### src/rtl/imem_loader_pkg.sv
// imem_loader_pkg: shared states and sizes for the instruction-memory loader
package imem_loader_pkg;
  localparam int BYTES_PER_WORD = 4;
  localparam int HDR_BYTES = 2;
  localparam int CNT_W = 16;
  typedef enum logic [2:0] {
    IDLE, HDR_HI, HDR_LO, DATA, WRITE, DONE, ERR
`ifdef IMEM_LOADER_CHECKSUM_EN
    , CHK
`endif
  } state_t;
endpackage

### src/rtl/imem_loader_if.sv
// imem_loader_if: byte stream handshake plus instruction-memory write port
interface imem_loader_if;
  logic [7:0]  in_data;
  logic        in_valid;
  logic        in_ready;
  logic        wr_en;
  logic [31:0] wr_addr;
  logic [31:0] wr_data;
  modport master (output in_data, in_valid, input in_ready, wr_en, wr_addr, wr_data);
  modport slave  (input in_data, in_valid, output in_ready, wr_en, wr_addr, wr_data);
endinterface

### src/rtl/imem_loader_byte_packer.sv
// byte_packer: shifts bytes MSB-first into a 32-bit word and flags the 4th push
module byte_packer
  import imem_loader_pkg::*;
(
  input  logic        clk,
  input  logic        rst_n,
  input  logic        clear,
  input  logic        push,
  input  logic [7:0]  byte_in,
  output logic [31:0] word_out,
  output logic        word_full
);
  logic [31:0] r_shift;
  logic [1:0]  r_cnt;
  always_ff @(posedge clk or negedge rst_n) begin
    if (!rst_n) begin
      r_shift <= '0;
      r_cnt   <= '0;
    end else if (clear) begin
      r_shift <= '0;
      r_cnt   <= '0;
    end else if (push) begin
      r_shift <= {r_shift[23:0], byte_in};
      r_cnt   <= r_cnt + 2'd1;
    end
  end
  assign word_out  = r_shift;
  assign word_full = push && (r_cnt == 2'(BYTES_PER_WORD - 1));
endmodule

### src/rtl/imem_loader.sv
// imem_loader: boot-time byte-stream to instruction-memory writer; optional IMEM_LOADER_CHECKSUM_EN
module imem_loader
  import imem_loader_pkg::*;
#(
  parameter logic [31:0] BASE_ADDR = 32'h0000_0000,
  parameter int unsigned MAX_WORDS = 1024
) (
  input  logic clk,
  input  logic rst_n,
  input  logic start,
  input  logic abort,
  imem_loader_if.slave bus,
  output logic busy,
  output logic cpu_hold,
  output logic done,
  output logic error
);
  state_t           r_state, w_next;
  logic [7:0]       r_hi;
  logic [CNT_W-1:0] r_left;
  logic [31:0]      r_addr, r_last, w_word;
  logic [CNT_W-1:0] w_n;
  logic             w_accept, w_start, w_full, w_rx_state;
  assign w_n        = {r_hi, bus.in_data};
  assign w_start    = start && (r_state == IDLE || r_state == DONE || r_state == ERR);
`ifdef IMEM_LOADER_CHECKSUM_EN
  logic [7:0] r_xor;
  assign w_rx_state = r_state inside {HDR_HI, HDR_LO, DATA, CHK};
  assign busy       = r_state inside {HDR_HI, HDR_LO, DATA, WRITE, CHK};
`else
  assign w_rx_state = r_state inside {HDR_HI, HDR_LO, DATA};
  assign busy       = r_state inside {HDR_HI, HDR_LO, DATA, WRITE};
`endif
  // abort drops ready so a byte offered alongside it is never consumed
  assign bus.in_ready = w_rx_state && !abort;
  assign w_accept     = bus.in_valid && bus.in_ready;
  assign cpu_hold     = busy;
  assign done         = r_state == DONE;
  assign error        = r_state == ERR;
  assign bus.wr_en    = r_state == WRITE;
  assign bus.wr_addr  = r_addr;
  assign bus.wr_data  = bus.wr_en ? w_word : r_last;
  byte_packer u_packer (
    .clk      (clk),
    .rst_n    (rst_n),
    .clear    (w_start),
    .push     (w_accept && r_state == DATA),
    .byte_in  (bus.in_data),
    .word_out (w_word),
    .word_full(w_full)
  );
  always_ff @(posedge clk or negedge rst_n) begin
    if (!rst_n) r_state <= IDLE;
    else        r_state <= w_next;
  end
  always_comb begin
    w_next = r_state;
    if (w_start) w_next = HDR_HI;
    else if (busy && abort) w_next = ERR;
    else case (r_state)
      HDR_HI: w_next = w_accept ? HDR_LO : HDR_HI;
      HDR_LO: w_next = !w_accept ? HDR_LO : (w_n == '0 || 32'(w_n) > MAX_WORDS) ? ERR : DATA;
      DATA:   w_next = w_full ? WRITE : DATA;
`ifdef IMEM_LOADER_CHECKSUM_EN
      WRITE:  w_next = (r_left == 16'd1) ? CHK : DATA;
      CHK:    w_next = !w_accept ? CHK : (bus.in_data == r_xor) ? DONE : ERR;
`else
      WRITE:  w_next = (r_left == 16'd1) ? DONE : DATA;
`endif
      default: w_next = r_state;
    endcase
  end
  always_ff @(posedge clk or negedge rst_n) begin
    if (!rst_n) begin
      r_hi   <= '0;
      r_left <= '0;
      r_addr <= BASE_ADDR;
      r_last <= '0;
    end else begin
      if (w_start) r_addr <= BASE_ADDR;
      if (r_state == HDR_HI && w_accept) r_hi <= bus.in_data;
      if (r_state == HDR_LO && w_accept) r_left <= w_n;
      if (r_state == WRITE) begin
        r_last <= w_word;
        r_addr <= r_addr + 32'(BYTES_PER_WORD);
        r_left <= r_left - 16'd1;
      end
    end
  end
`ifdef IMEM_LOADER_CHECKSUM_EN
  always_ff @(posedge clk or negedge rst_n) begin
    if (!rst_n)                          r_xor <= '0;
    else if (w_start)                    r_xor <= '0;
    else if (w_accept && r_state == DATA) r_xor <= r_xor ^ bus.in_data;
  end
`endif
endmodule

### src/flat_wrapper.sv
// flat-port wrapper written by rule: the top's interface ports become plain ports
module imem_loader_flat import imem_loader_pkg::*;
#(
  parameter logic [31:0] BASE_ADDR = 32'h0000_0000,
  parameter int unsigned MAX_WORDS = 1024
)
  (clk, rst_n, start, abort, busy, cpu_hold, done, error, bus_in_data, bus_in_valid, bus_in_ready, bus_wr_en, bus_wr_addr, bus_wr_data);
  imem_loader_if bus_i ();
  input  logic clk;
  input  logic rst_n;
  input  logic start;
  input  logic abort;
  output logic busy;
  output logic cpu_hold;
  output logic done;
  output logic error;
  input wire logic [$bits(bus_i.in_data)-1:0] bus_in_data;
  input wire logic [$bits(bus_i.in_valid)-1:0] bus_in_valid;
  output wire logic [$bits(bus_i.in_ready)-1:0] bus_in_ready;
  output wire logic [$bits(bus_i.wr_en)-1:0] bus_wr_en;
  output wire logic [$bits(bus_i.wr_addr)-1:0] bus_wr_addr;
  output wire logic [$bits(bus_i.wr_data)-1:0] bus_wr_data;
  assign bus_i.in_data = bus_in_data;
  assign bus_i.in_valid = bus_in_valid;
  assign bus_in_ready = bus_i.in_ready;
  assign bus_wr_en = bus_i.wr_en;
  assign bus_wr_addr = bus_i.wr_addr;
  assign bus_wr_data = bus_i.wr_data;
  imem_loader #(.BASE_ADDR(BASE_ADDR), .MAX_WORDS(MAX_WORDS)) u_core (.clk(clk), .rst_n(rst_n), .start(start), .abort(abort), .bus(bus_i), .busy(busy), .cpu_hold(cpu_hold), .done(done), .error(error));
endmodule
### config.mk
export PLATFORM = sky130hd
export DESIGN_NAME = imem_loader_flat
export DESIGN_NICKNAME = d
export VERILOG_FILES = /design/src/rtl/imem_loader_pkg.sv /design/src/rtl/imem_loader_if.sv /design/src/rtl/imem_loader_byte_packer.sv /design/src/rtl/imem_loader.sv /design/src/flat_wrapper.sv
export SDC_FILE = /design/constraint.sdc
export NUM_CORES = 1
export LEC_CHECK = 0
export CAP_MARGIN = 20
export CORE_MARGIN = 4
export CORE_UTILIZATION = 45
export CTS_CLUSTER_DIAMETER = 100
export DETAILED_ROUTE_END_ITERATION = 6
export MAX_ROUTING_LAYER = met4
export PLACE_DENSITY = 0.68
export SYNTH_ARGS = -nofsm -noshare
export SYNTH_HDL_FRONTEND = slang
export SYNTH_SLANG_ARGS = --single-unit
### constraint.sdc
create_clock -name clk -period 2.9 [get_ports clk]
set_clock_uncertainty 0.1 [all_clocks]
set_input_delay 0.58 -clock clk [delete_from_list [all_inputs] [get_ports clk]]
set_output_delay 0.58 -clock clk [all_outputs]
set_load 0.005 [all_outputs]
# --- After elaboration in Yosys (flattened, before gate mapping) ---
# Index checks and enable logic that the tools add are counted.
totals:
  ff_bits: 125
  latchBits: 0
  ram_bits: 0
  romBits: 0
  input_bits: 13
  output_inout_bits: 70
  elab_cells: 56
  n_memories: 0
op_classes:
  n_addsub: 3
  mul: 0
  div: 0
  order_cmp: 1
  eq_ne: 8
  shift: 0
  n_mux: 17
  bitwise_logic: 0
  reduce_logical: 20
ops:
  columns: ["op", "count"]
  rows:
  - ["two-way mux 32 bit", 5]
  - ["adder 32 x 3 -> 32 bit, second input constant", 1]
  - ["two-way mux 16 bit", 2]
  - ["two-way mux 3 bit", 6]
  - ["equality test 16 x 1 -> 1 bit, second input constant", 1]
  - ["> comparator 16 x 11 -> 1 bit, second input constant", 1]
  - ["zero test 16 bit", 1]
  - ["subtractor 16 x 1 -> 16 bit, second input constant", 1]
  - ["case mux 3 bit (4 select lines)", 1]
  - ["equality test 3 bit, second input constant", 3]
  - ["logical AND 1 bit", 8]
  - ["equality test 3 x 2 -> 1 bit, second input constant", 2]
  - ["two-way mux 2 bit", 3]
  - ["nonzero test 2 bit", 3]
  - ["nonzero test 6 bit", 1]
  - ["nonzero test 4 bit", 1]
  - ["equality test 3 x 1 -> 1 bit, second input constant", 1]
  - ["zero test 3 bit", 1]
  - ["logical OR 1 bit", 3]
  - ["nonzero test 3 bit", 1]
  - ["adder 2 x 1 -> 2 bit, second input constant", 1]
  - ["equality test 2 bit, second input constant", 1]
  - ["zero test 1 bit", 1]

# --- Longest topological paths before layout ---
# Gate-level depths: netlist (run 1).
depth:
  depth_word: 10
  mapped_depth: 8
  mapped_depth_nobuf: 6

# --- Hierarchy ---
# From an unflattened synthesis (run 1), not the netlist that was laid out.
unflattened:
  cells_unflattened: 595
  area_unflattened_um2: 5724.2
by_module_without_submodules:
  columns: ["module", "n_inst", "cells_each", "area_each_um2", "seq_area_each_um2"]
  rows:
  - ["imem_loader", 1, 483, 4296.6, 2227.1]
  - ["byte_packer", 1, 112, 1427.6, 850.8]

# --- Least setup slack after synthesis (run 1) ---
# Ideal clock, no wire load.
synth_path:
  path_kind: "register to output"
  start: "reg u_core.r_state[1]"
  end: "out bus_wr_data[11]"
  t_arrival_ns: 1.697
  required_ns: 2.220
  setup_slack_ns: 0.523
  stages_incl_launch_ff: 9
  path_buffers: 4
  path_cell_list: "dfrtp_1 > buf_6 > or3b_1 > clkbuf_1 > inv_2 > buf_2 > buf_1 > nand2_1 > nand2_1"
synth_between:
  elab_chain_len: 2
synth_lines:
  columns: ["item", "line", "source"]
  rows:
  - ["start: declaration", "imem_loader.sv:18", "state_t r_state, w_next;"]
  - ["start signal: assignment", "imem_loader.sv:54", "else r_state <= w_next;"]
  - ["equality test 3 bit", "imem_loader.sv:40", "assign bus.wr_en = r_state == WRITE;"]
  - ["named net bus_wr_en", "flat_wrapper.sv:20", "output wire logic [$bits(bus_i.wr_en)-1:0] bus_wr_en;"]
  - ["two-way mux 32 bit", "imem_loader.sv:42", "assign bus.wr_data = bus.wr_en ? w_word : r_last;"]
  - ["end: declaration", "flat_wrapper.sv:22", "output wire logic [$bits(bus_i.wr_data)-1:0] bus_wr_data;"]
# The timed path passes the listed nets, and every way through them passes these cells.

# --- Final worst setup path (run 1) ---
layout_path:
  start: "reg u_core.r_state[1]"
  end: "out bus_wr_data[24]"
layout_between:
  elab_chain_len: 2
layout_lines:
  columns: ["item", "line"]
  rows:
  - ["equality test 3 bit", "imem_loader.sv:40"]
  - ["two-way mux 32 bit", "imem_loader.sv:42"]
# No other way between the ends.

==> impl_results.md, run 1 <==
- Status: completed
- GRT overflow: 0
- Synth cell types: 54
- Main area contributors after synthesis: dfrtp_1 54%, nand2_1 13%, o21ai_0 5.3%, nand3_1 2.1%, nor2_1 1.8%
- Final Critical Period: 2.82 ns
- Worst hold path class: input port to asynchronous set/reset pin
- Clock Tree Buf Depth: 2
- H-tree depth: 4
- Rel. slew slack: 63.7%
- # port buffers: 80
- CP dominant cell by count: nand2_1
- Post-synthesis register bit count: 123
- Top-count cell post-synth: nand2_1
- Syn Area/Cell: 9.01 um2
- Detailed Route WL: 14300 um
- Core area: 12200 um2
- Critical path type: register to output port
- N_diodes: 0
- Hold WS: 0.0570 ns
- Cells after Synth: 634
- Area share of the largest cell type after synthesis: 53.9%
- Worst-path fanout max: 17
- Yosys top cell by area: dfrtp_1
- Die Area: 14600 um2
- Pwr Density: 810 nW/um2
- Top cells by count, synth: 202 x nand2_1, 123 x dfrtp_1, 61 x o21ai_0, 27 x nor2_1, 26 x clkbuf_1
- Area Growth Syn to Fin: 28.1%
- Mux cell area share after synthesis: 3.15%
- # IOs: 83
- Family with the most delay on the worst path: buffers and inverters
- Fin. Hold Viols: 0
- Number of hold buffers added after cts: 0
- Compound-cell area share of the yosys netlist: 13.4%
- Pin count of the biggest net entering global routing: 56
- GRT Util Overall: 21.3%
- Num CTS Buffers: 17
- Final nets: 733
- Initial Utilization: 46.8%
- DR vias: 4922
- Final period util: 97.4%
- Worst-Margin Slew: 0.545 ns
- Worst Path Buf+Inv: 3
- Iter 0 DRT Violations: 341
- Tot Pwr: 5930 uW
- Pins over their slew limit: 0
- CP max stage delay: 0.51 ns
- Clk_lat worst skew: 0.41 ns
- Vias in the first global route: 4821
- Fill count: 1086
- XOR/XNOR share of the synthesized area: 0.307%
- DIE HEIGHT: 121 um
- First-pass GRT wire length: 24100 um
- Post-synthesis sequential area ratio: 53.9%
- Final Cell Area: 7320 um2
- Clock-pin slew on the worst setup and hold paths: 0.05 ns
- Antenna viol nets, final: 0
- Cell Area, Placed: 6730 um2
- Async set-reset flop share out of synthesis: 100%
- HPWL after detailed placement: 9580 um
- Crit-path cells: or3b_4, inv_6, buf_12, nand2_1, nand2_1, clkdlybuf4s50_1
- Startpoint types: register
- CP Capture Type: output port
- Slowest-stage cell, CP: clkdlybuf4s50_1
- CP required: 2.22 ns
- Adder and majority gate portion of the synthesized area: 0.876%
- Max Cap Viol: 0
- Syn. warnings: 0
- Initial antenna violation count: 0
- CTS root buf: clkbuf_16
- Static leakage: 0.00328 uW
- Dominant synthesized flop cell: dfrtp_1
- Post-synth EDFFs: 0
- Max VDD drop: 529 uV
- Largest family of logic cells by synthesized area: simple AND/OR/NAND/NOR gates
- Max Freq: 0.354 GHz
- Total iterations of the first detailed-routing run: 5
- Final GP Congestion: 0.827
- CTS tree: built
- WL per Instance: 16.0 um
- Die W: 121 um
- Simple-gate area share of the yosys netlist: 24.7%
- Share of layout cells above drive strength 1: 9.62%
- DRC viols: 0
- Via/cell ratio: 5.49
- CP arrival: 2.14 ns
- Row cnt: 40
- Synthesized cell area: 5710 um2
- Clk sink count: 123
- Final setup fails: 0
-- stage by stage --
stage | setup TNS (ns) | setup slack (ns) | cells | utilization, %
final | 0 | 0.0754 | 896 | 59.9
after global routing | -0.000181 | -0.000181 | 896 | 59.9
after floorplan | 0 | 0.523 | 635 | -
after global placement | 0 | 0.324 | 862 | 55.1
after detailed placement | 0 | 0.318 | 862 | 55.1
after CTS | 0 | 0.0413 | 895 | 59.7
-- path summary, 6_finish.rpt --
check	end	slack (ns)	start	cells after the start
min in group clk	u_core.r_last[7]	0.36	u_core.r_last[7]	2
setup reg to reg	u_core.r_state[1]	0.51	u_core.r_left[4]	5
setup / recovery	bus_wr_data[24]	0.08	u_core.r_state[1]	6
max in group asynchronous	u_core.r_hi[7]	1.81	rst_n	2
hold / removal	u_core.bus.wr_addr[15]	0.06	rst_n	1
hold reg to reg	u_core.r_last[7]	0.36	u_core.r_last[7]	2
-- sequential cells by signal, summed over array words and instances (netlist names) --
name	cells
u_core.bus.wr_addr	30
u_core.u_packer.word_out	32
u_core.r_last	32
u_core.r_left	16
u_core.u_packer.r_cnt	2
u_core.r_hi	8
u_core.r_state	3
-- power breakdown --
| group | total [uW] | switching [uW] | internal (uW) |
|---|---|---|---|
| sequential | 2350 | 289 | 2060 |
| clock | 1870 | 724 | 1140 |
| combinational | 1710 | 934 | 777 |
| total | 5930 | 1950 | 3980 |
-- kinds of logic after synthesis --
family | Yosys count
XOR/XNOR | 2
adder cells (fa/ha/maj) | 4
AND/OR/NAND/NOR | 313
multiplexers | 17
buffers and inverters | 49
AO/OA/AOI/OAI | 125
flip-flops | 123
other | 1
-- layer usage --
layer	track usage [%]	up-vias	wire, um
li1	-	2352	-
met1	27.5	2417	6420
met4	6.16	0	162
met2	33.7	140	7010
met5	-	-	0
met3	4.96	13	728
-- area by class of cell --
type,instances,area [um2],share of cell area (%)
multi-input combinational,463,2440,33.3
inverter,11,46.3,0.632
clock inverter,8,45.0,0.615
timing repair buffer,100,1020,14.0
tap,168,210,2.87
clock buffer,23,478,6.53
sequential,123,3080,42.0
-- repair_timing --
item,CTS,global route
gates cloned,1,0
buffers inserted,1,1
setup endpoints to repair,32,22
gates resized for setup,5,8
-- layout by cell type, fill, tap and decap left out, types with 9 or more instances in the layout --
master,netlist,layout
a21oi_1,14,14
buf_4,3,16
clkbuf_16,0,17
clkdlybuf4s50_1,0,73
dfrtp_1,123,123
inv_1,10,10
mux2i_1,9,9
nand2_1,202,202
nand3_1,24,24
nor2_1,27,26
o211ai_1,13,13
o21ai_0,61,61
o31ai_1,10,10
Power figures use the tool's default switching activity.
==> run 2, diff against run 1 <==
- PLACE_DENSITY: 0.68 -> 0.67
==> run 2 against run 1 <==
  * Final cell count unchanged
  * Routed wire length increased by 0.96%
  * Register-to-register slack about the same
==> impl_results.md, run 2 (synthesized netlist as in run 1, its figures left out) <==
- Clk sink count: 123 (unchanged)
- Pins over their slew limit: 0 (unchanged)
- Final GP Congestion: 0.878 (was 0.827)
- CP required: 2.22 ns (about the same)
- Static leakage: 0.00341 uW (was 0.00328 uW)
- Max Cap Viol: 0 (unchanged)
- Row cnt: 40 (unchanged)
- CP dominant cell by count: nand2_1 (unchanged)
- Worst-path fanout max: 17 (unchanged)
- Post-layout util: 61.6% (was 59.9%)
- Final setup fails: 0 (unchanged)
- Die Area: 14600 um2 (unchanged)
- Via/cell ratio: 5.53 (was 5.49)
- Detailed Route WL: 14500 um (was 14300 um)
- CP arrival: 2.15 ns (was 2.14 ns)
- Worst-Margin Slew: 0.771 ns (was 0.545 ns)
- Core area: 12200 um2 (unchanged)
- DR vias: 4957 (was 4922)
- Rel. slew slack: 48.6% (was 63.7%)
- Most frequent cells in the layout: 201 x nand2_1, 123 x dfrtp_1, 70 x clkdlybuf4s50_1 (was 202 x nand2_1, 123 x dfrtp_1, 73 x clkdlybuf4s50_1)
- Total iterations of the first detailed-routing run: 5 (unchanged)
- FF-to-FF path depth: 5 (unchanged)
- Startpoint types: register (unchanged)
- Clock Tree Buf Depth: 2 (unchanged)
- Switching power: 1980 uW (was 1950 uW)
- Vias in the first global route: 4943 (was 4821)
- Register area: 3080 um2 (unchanged)
- Crit-path cells: or3b_4, inv_6, buf_12, nand2_1, nand2_1, clkdlybuf4s50_1 (unchanged)
- # port buffers: 80 (unchanged)
- Clock share of power: 38.9% (was 31.5%)
- Antenna viol nets, final: 0 (unchanged)
- Sum Neg Setup Slack: 0 ns (unchanged)
- N_diodes: 0 (unchanged)
- Die W: 121 um (unchanged)
- Part of the power in registers: 35.4% (was 39.6%)
- Clk_lat worst skew: 0.42 ns (was 0.41 ns)
- CP Capture Type: output port (unchanged)
- DIE HEIGHT: 121 um (unchanged)
- Launching point of the worst reg2reg path: u_core.r_state[1] (was u_core.r_left[4])
- Max VDD drop: 631 uV (was 529 uV)
- Fill count: 1078 (was 1086)
- Num CTS Buffers: 17 (unchanged)
- Hold WS: 0.0331 ns (was 0.0570 ns)
- Slowest-stage cell, CP: clkdlybuf4s50_1 (unchanged)
- DRC viols: 0 (unchanged)
- Final Critical Period: 2.83 ns (was 2.82 ns)
- Share of layout cells above drive strength 1: 10.2% (was 9.62%)
- CTS tree: built (unchanged)
- CTS root buf: clkbuf_16 (unchanged)
- Cell-internal power: 4650 uW (was 3980 uW)
- Iter 0 DRT Violations: 439 (was 341)
- First-pass GRT wire length: 24400 um (was 24100 um)
- Max Freq: 0.354 GHz (about the same)
- Initial Utilization: 46.8% (unchanged)
- GRT overflow: 0 (unchanged)
- Final Cell Area: 7520 um2 (was 7320 um2)
- Final worst slack: 0.0730 ns (was 0.0754 ns)
- Sw Ratio: 29.9% (was 32.8%)
- Area Growth Syn to Fin: 31.7% (was 28.1%)
- Final period util: 97.5% (was 97.4%)
- Worst hold path class: input port to asynchronous set/reset pin (unchanged)
- HPWL after detailed placement: 9530 um (was 9580 um)
- # IOs: 83 (unchanged)
- Status: completed (unchanged)
- Pin count of the biggest net entering global routing: 52 (was 56)
- Pre-CTS setup slack: 0.309 ns (was 0.318 ns)
- Commonest non-fill, non-tap cell in the layout: nand2_1 (unchanged)
- Critical path type: register to output port (unchanged)
- Pwr Density: 881 nW/um2 (was 810 nW/um2)
- RSZ-0062 raised after global routing: no
- Cell Area, Placed: 6730 um2 (unchanged)
- GRT Util Overall: 21.5% (was 21.3%)
- Clock-pin slew on the worst setup and hold paths: 0.06 ns (was 0.05 ns)
- R2r endpoint: u_core.r_left[5] (was u_core.r_state[1])
- Multi-input logic area: 2440 um2 (about the same)
- CP max stage delay: 0.50 ns (was 0.51 ns)
- WL per Instance: 16.1 um (was 16.0 um)
- Final nets: 733 (unchanged)
- Initial antenna violation count: 0 (unchanged)
- H-tree depth: 4 (unchanged)
- FF-to-FF setup slack: 0.50 ns (was 0.51 ns)
- Comb pwr share: 25.7% (was 28.9%)
- Fin. Hold Viols: 0 (unchanged)
## run 2: cell types whose count changed in the layout (fill, tap and decap cells not counted), moves of 2 or more
cell             before  now
clkdlybuf4s50_1      73   70
dlymetal6s2s_1        5    7
bufinv_16             0    8
clkbuf_1              3    0
clkinv_2              6    2
## run 2: how the worst max path moves through the flow
stage | from | endpoint | slack [ns] | depth (start not counted)
after floorplan | u_core.r_state[1] | bus_wr_data[11] | 0.52 | 8
after global placement | u_core.r_state[1] | bus_wr_data[15] | 0.32 | 6
after detailed placement | u_core.r_state[1] | bus_wr_data[15] | 0.31 | 6
after CTS | u_core.r_state[1] | bus_wr_data[15] | 0.01 | 6
after global routing | u_core.r_state[1] | bus_wr_data[19] | 0.0007 | 6
final | u_core.r_state[1] | bus_wr_data[6] | 0.07 | 6
## run 2: critical path: cells and delay by family (launching register included)
kind,cells,cell delay (ns)
simple gates,3,0.60
buf+inv,3,0.76
flops,1,0.37
## run 2: layout make-up
cell class | count | area share (%)
well taps | 168 | 2.79
repair buffers | 100 | 13.7
inverters | 11 | 0.615
multi-input cells | 463 | 32.4
flip-flops and latches | 123 | 40.9
clock inverters | 12 | 3.54
clock buffers | 19 | 6.02
## run 2: routing by layer
layer | wire length [um] | part of all wire [%] | global-route usage, %
met1 | 6380 | 44 | 27.0
met2 | 7040 | 49 | 34.3
met4 | 245 | 1.7 | 7.93
met3 | 788 | 5.5 | 4.72
met5 | 0 | 0 | -
## run 2: timing repair
item / 4_1_cts / 5_1_grt
setup endpoints to repair: 32 / 19
setup buffers: 1 / 1
hold buffers: 0 / 0
gates resized for setup: 6 / 11
hold endpoints to repair: 0 / 0
gates cloned: 1 / 0
## run 2: through the flow
step	power [uW]	instances
after floorplan	3340	635
after global placement	3960	862
after detailed placement	4020	862
after CTS	6670	895
after global routing	7010	896
final	6630	896
## run 2: power groups by stage
stage	Combinational, uW	Clock (uW)	Sequential [uW]
final	1710	2580	2340
after global routing	1910	2700	2390
after CTS	1730	2610	2340
after detailed placement	1660	0	2360
after global placement	1610	0	2350
after floorplan	1060	0	2280
==> run 3, diff against run 2 <==
- PLACE_DENSITY: 0.67 -> 0.78
- REMOVE_ABC_BUFFERS: default -> 1
==> run 3 against run 2 <==
  * Critical path depth is the same
  * Register-to-register slack worse by 0.03 ns
  * Sequential share of layout area is 0.28 points lower
  * Clock power fell by 18%
  * Final area grew 0.68%
  * Critical endpoint is now bus_wr_data[13]
  * Largest cell class unchanged
==> impl_results.md, run 3 (synthesized netlist as in run 1, its figures left out) <==
- Clock-pin slew on the worst setup and hold paths: 0.06 ns (about the same)
- Clk_lat worst skew: 0.42 ns (about the same)
- Setup crit start: u_core.r_state[0] (was u_core.r_state[1])
- Antenna viol nets, final: 0 (unchanged)
- Worst hold path class: register to register (was input port to asynchronous set/reset pin)
- DIE HEIGHT: 121 um (unchanged)
- WL per Instance: 16.5 um (was 16.1 um)
- Worst Path Buf+Inv: 3 (unchanged)
- Rel. slew slack: 47.2% (was 48.6%)
- HPWL after detailed placement: 9570 um (was 9530 um)
- Status: completed (unchanged)
- Final GP Congestion: 0.924 (was 0.878)
- Num CTS Buffers: 17 (unchanged)
- Final setup fails: 0 (unchanged)
- Post-layout util: 62.0% (was 61.6%)
- Family with the most delay on the worst path: buffers and inverters (unchanged)
- H-tree depth: 4 (unchanged)
- # port buffers: 80 (unchanged)
- Fill count: 1006 (was 1078)
- N_diodes: 0 (unchanged)
- GRT Util Overall: 21.1% (was 21.5%)
- Startpoint types: register (unchanged)
- Share of layout cells above drive strength 1: 11.5% (was 10.2%)
- Pwr Density: 837 nW/um2 (was 881 nW/um2)
- Pins over their slew limit: 0 (unchanged)
- Most frequent cells in the layout: 202 x nand2_1, 123 x dfrtp_1, 61 x o21ai_0 (was 201 x nand2_1, 123 x dfrtp_1, 70 x clkdlybuf4s50_1)
- GRT overflow: 0 (unchanged)
- Core area: 12200 um2 (unchanged)
- Commonest non-fill, non-tap cell in the layout: nand2_1 (unchanged)
- Launching point of the worst reg2reg path: u_core.r_state[0] (was u_core.r_state[1])
- Fin. Hold Viols: 0 (unchanged)
- Clock Tree Buf Depth: 2 (unchanged)
- Vias in the first global route: 5133 (was 4943)
- Final nets: 745 (was 733)
- Final Critical Period: 2.86 ns (was 2.83 ns)
- CP dominant cell by count: nand2_1 (unchanged)
- FF-to-FF setup slack: 0.47 ns (was 0.50 ns)
- Area Growth Syn to Fin: 32.6% (was 31.7%)
- DR vias: 5243 (was 4957)
- DRC viols: 0 (unchanged)
- Die Area: 14600 um2 (unchanged)
- Worst-Margin Slew: 0.786 ns (was 0.771 ns)
- Final period util: 98.5% (was 97.5%)
- Max Freq: 0.350 GHz (was 0.354 GHz)
- Detailed Route WL: 15000 um (was 14500 um)
- Via/cell ratio: 5.77 (was 5.53)
- Static leakage: 0.00374 uW (was 0.00341 uW)
- Slowest-stage cell, CP: or3b_4 (was clkdlybuf4s50_1)
- Max Cap Viol: 0 (unchanged)
- CP max stage delay: 0.44 ns (was 0.50 ns)
- Die W: 121 um (unchanged)
- Pin count of the biggest net entering global routing: 54 (was 52)
- CTS tree: built (unchanged)
- # IOs: 83 (unchanged)
- Min-delay src: u_core.r_last[30]
- CTS root buf: clkbuf_16 (unchanged)
- Worst-path fanout max: 12 (was 17)
- CP Capture Type: output port (unchanged)
- Total iterations of the first detailed-routing run: 5 (unchanged)
- Clk sink count: 123 (unchanged)
- Sum Neg Setup Slack: 0 ns (unchanged)
- Iter 0 DRT Violations: 455 (was 439)
- CP required: 2.22 ns (about the same)
- Critical path type: register to output port (unchanged)
- Initial antenna violation count: 0 (unchanged)
- Crit-path cells: or3b_4, buf_6, clkbuf_16, nand2_1, nand2_1, clkdlybuf4s50_1 (was or3b_4, inv_6, buf_12, nand2_1, nand2_1, clkdlybuf4s50_1)
- First-pass GRT wire length: 24000 um (was 24400 um)
- CP arrival: 2.18 ns (was 2.15 ns)
- Initial Utilization: 46.8% (unchanged)
- Max VDD drop: 513 uV (was 631 uV)
- Hold WS: 0.363 ns (was 0.0331 ns)
- Row cnt: 40 (unchanged)
-- run 3: cell types whose count changed in the layout (fill, tap and decap cells not counted), sizes merged --
cell           previous run  this run
clkdlybuf4s50            70        53
dlymetal6s2s              7        24
buf                      21        31
bufinv                    8         2
inv                      11        16
clkinvlp                  1         4
dlygate4sd3               0         1
-- run 3: what timing repair did --
item	in CTS	in global routing
setup endpoints to repair	33	30
gates cloned	1	2
gates resized for setup	9	26
hold buffers	1	0
hold endpoints to repair	25	0
pin swaps	1	0
setup buffers	3	7
-- run 3: final timing paths --
path                                     endpoint  cells past startpoint
max in group asynchronous          u_core.r_hi[1]                      3
min reg2reg                     u_core.r_last[30]                      2
min                             u_core.r_last[30]                      2
max                               bus_wr_data[13]                      6
min in group asynchronous       u_core.r_last[29]                      2
max reg2reg                u_core.bus.wr_addr[30]                      7
-- run 3: routing by layer --
layer	share of wire, %	global-route usage (%)
met5	0	-
met4	2.0	8.99
met3	5.2	4.82
met2	50	33.6
met1	43	26.0
-- run 3: area by class of cell --
cell class | instances | area, um2 | share of cell area, %
clock inverter | 14 | 161 | 2.13
sequential | 123 | 3080 | 40.6
tap | 168 | 210 | 2.78
timing repair buffer | 112 | 1200 | 15.9
clock buffer | 18 | 439 | 5.80
inverter | 11 | 46.3 | 0.611
multi-input combinational | 463 | 2440 | 32.2
-- run 3: stage by stage --
stage               power (uW)  cell area, um2  setup slack (ns)  std cells
floorplan                 3230            5550            -0.171        597
global placement          3960            6740             0.304        863
detailed placement        4040            6740             0.275        863
CTS                       6260            7410          0.000333        900
global route              6680            7570           -0.0310        909
finish                    6340            7570            0.0431        909
-- run 3: report_power, final --
group          internal (uW)  switching (uW)  total [uW]
clock network           1300             818        2120
registers               2060             291        2350
logic                    858            1010        1860
total                   4220            2110        6340
-- run 3: tightest hold or removal path, stage by stage, from the launching register on --
cell and delay, ns:
dfrtp_1 0.32, nand2_1 0.04, nand2_1 0.07
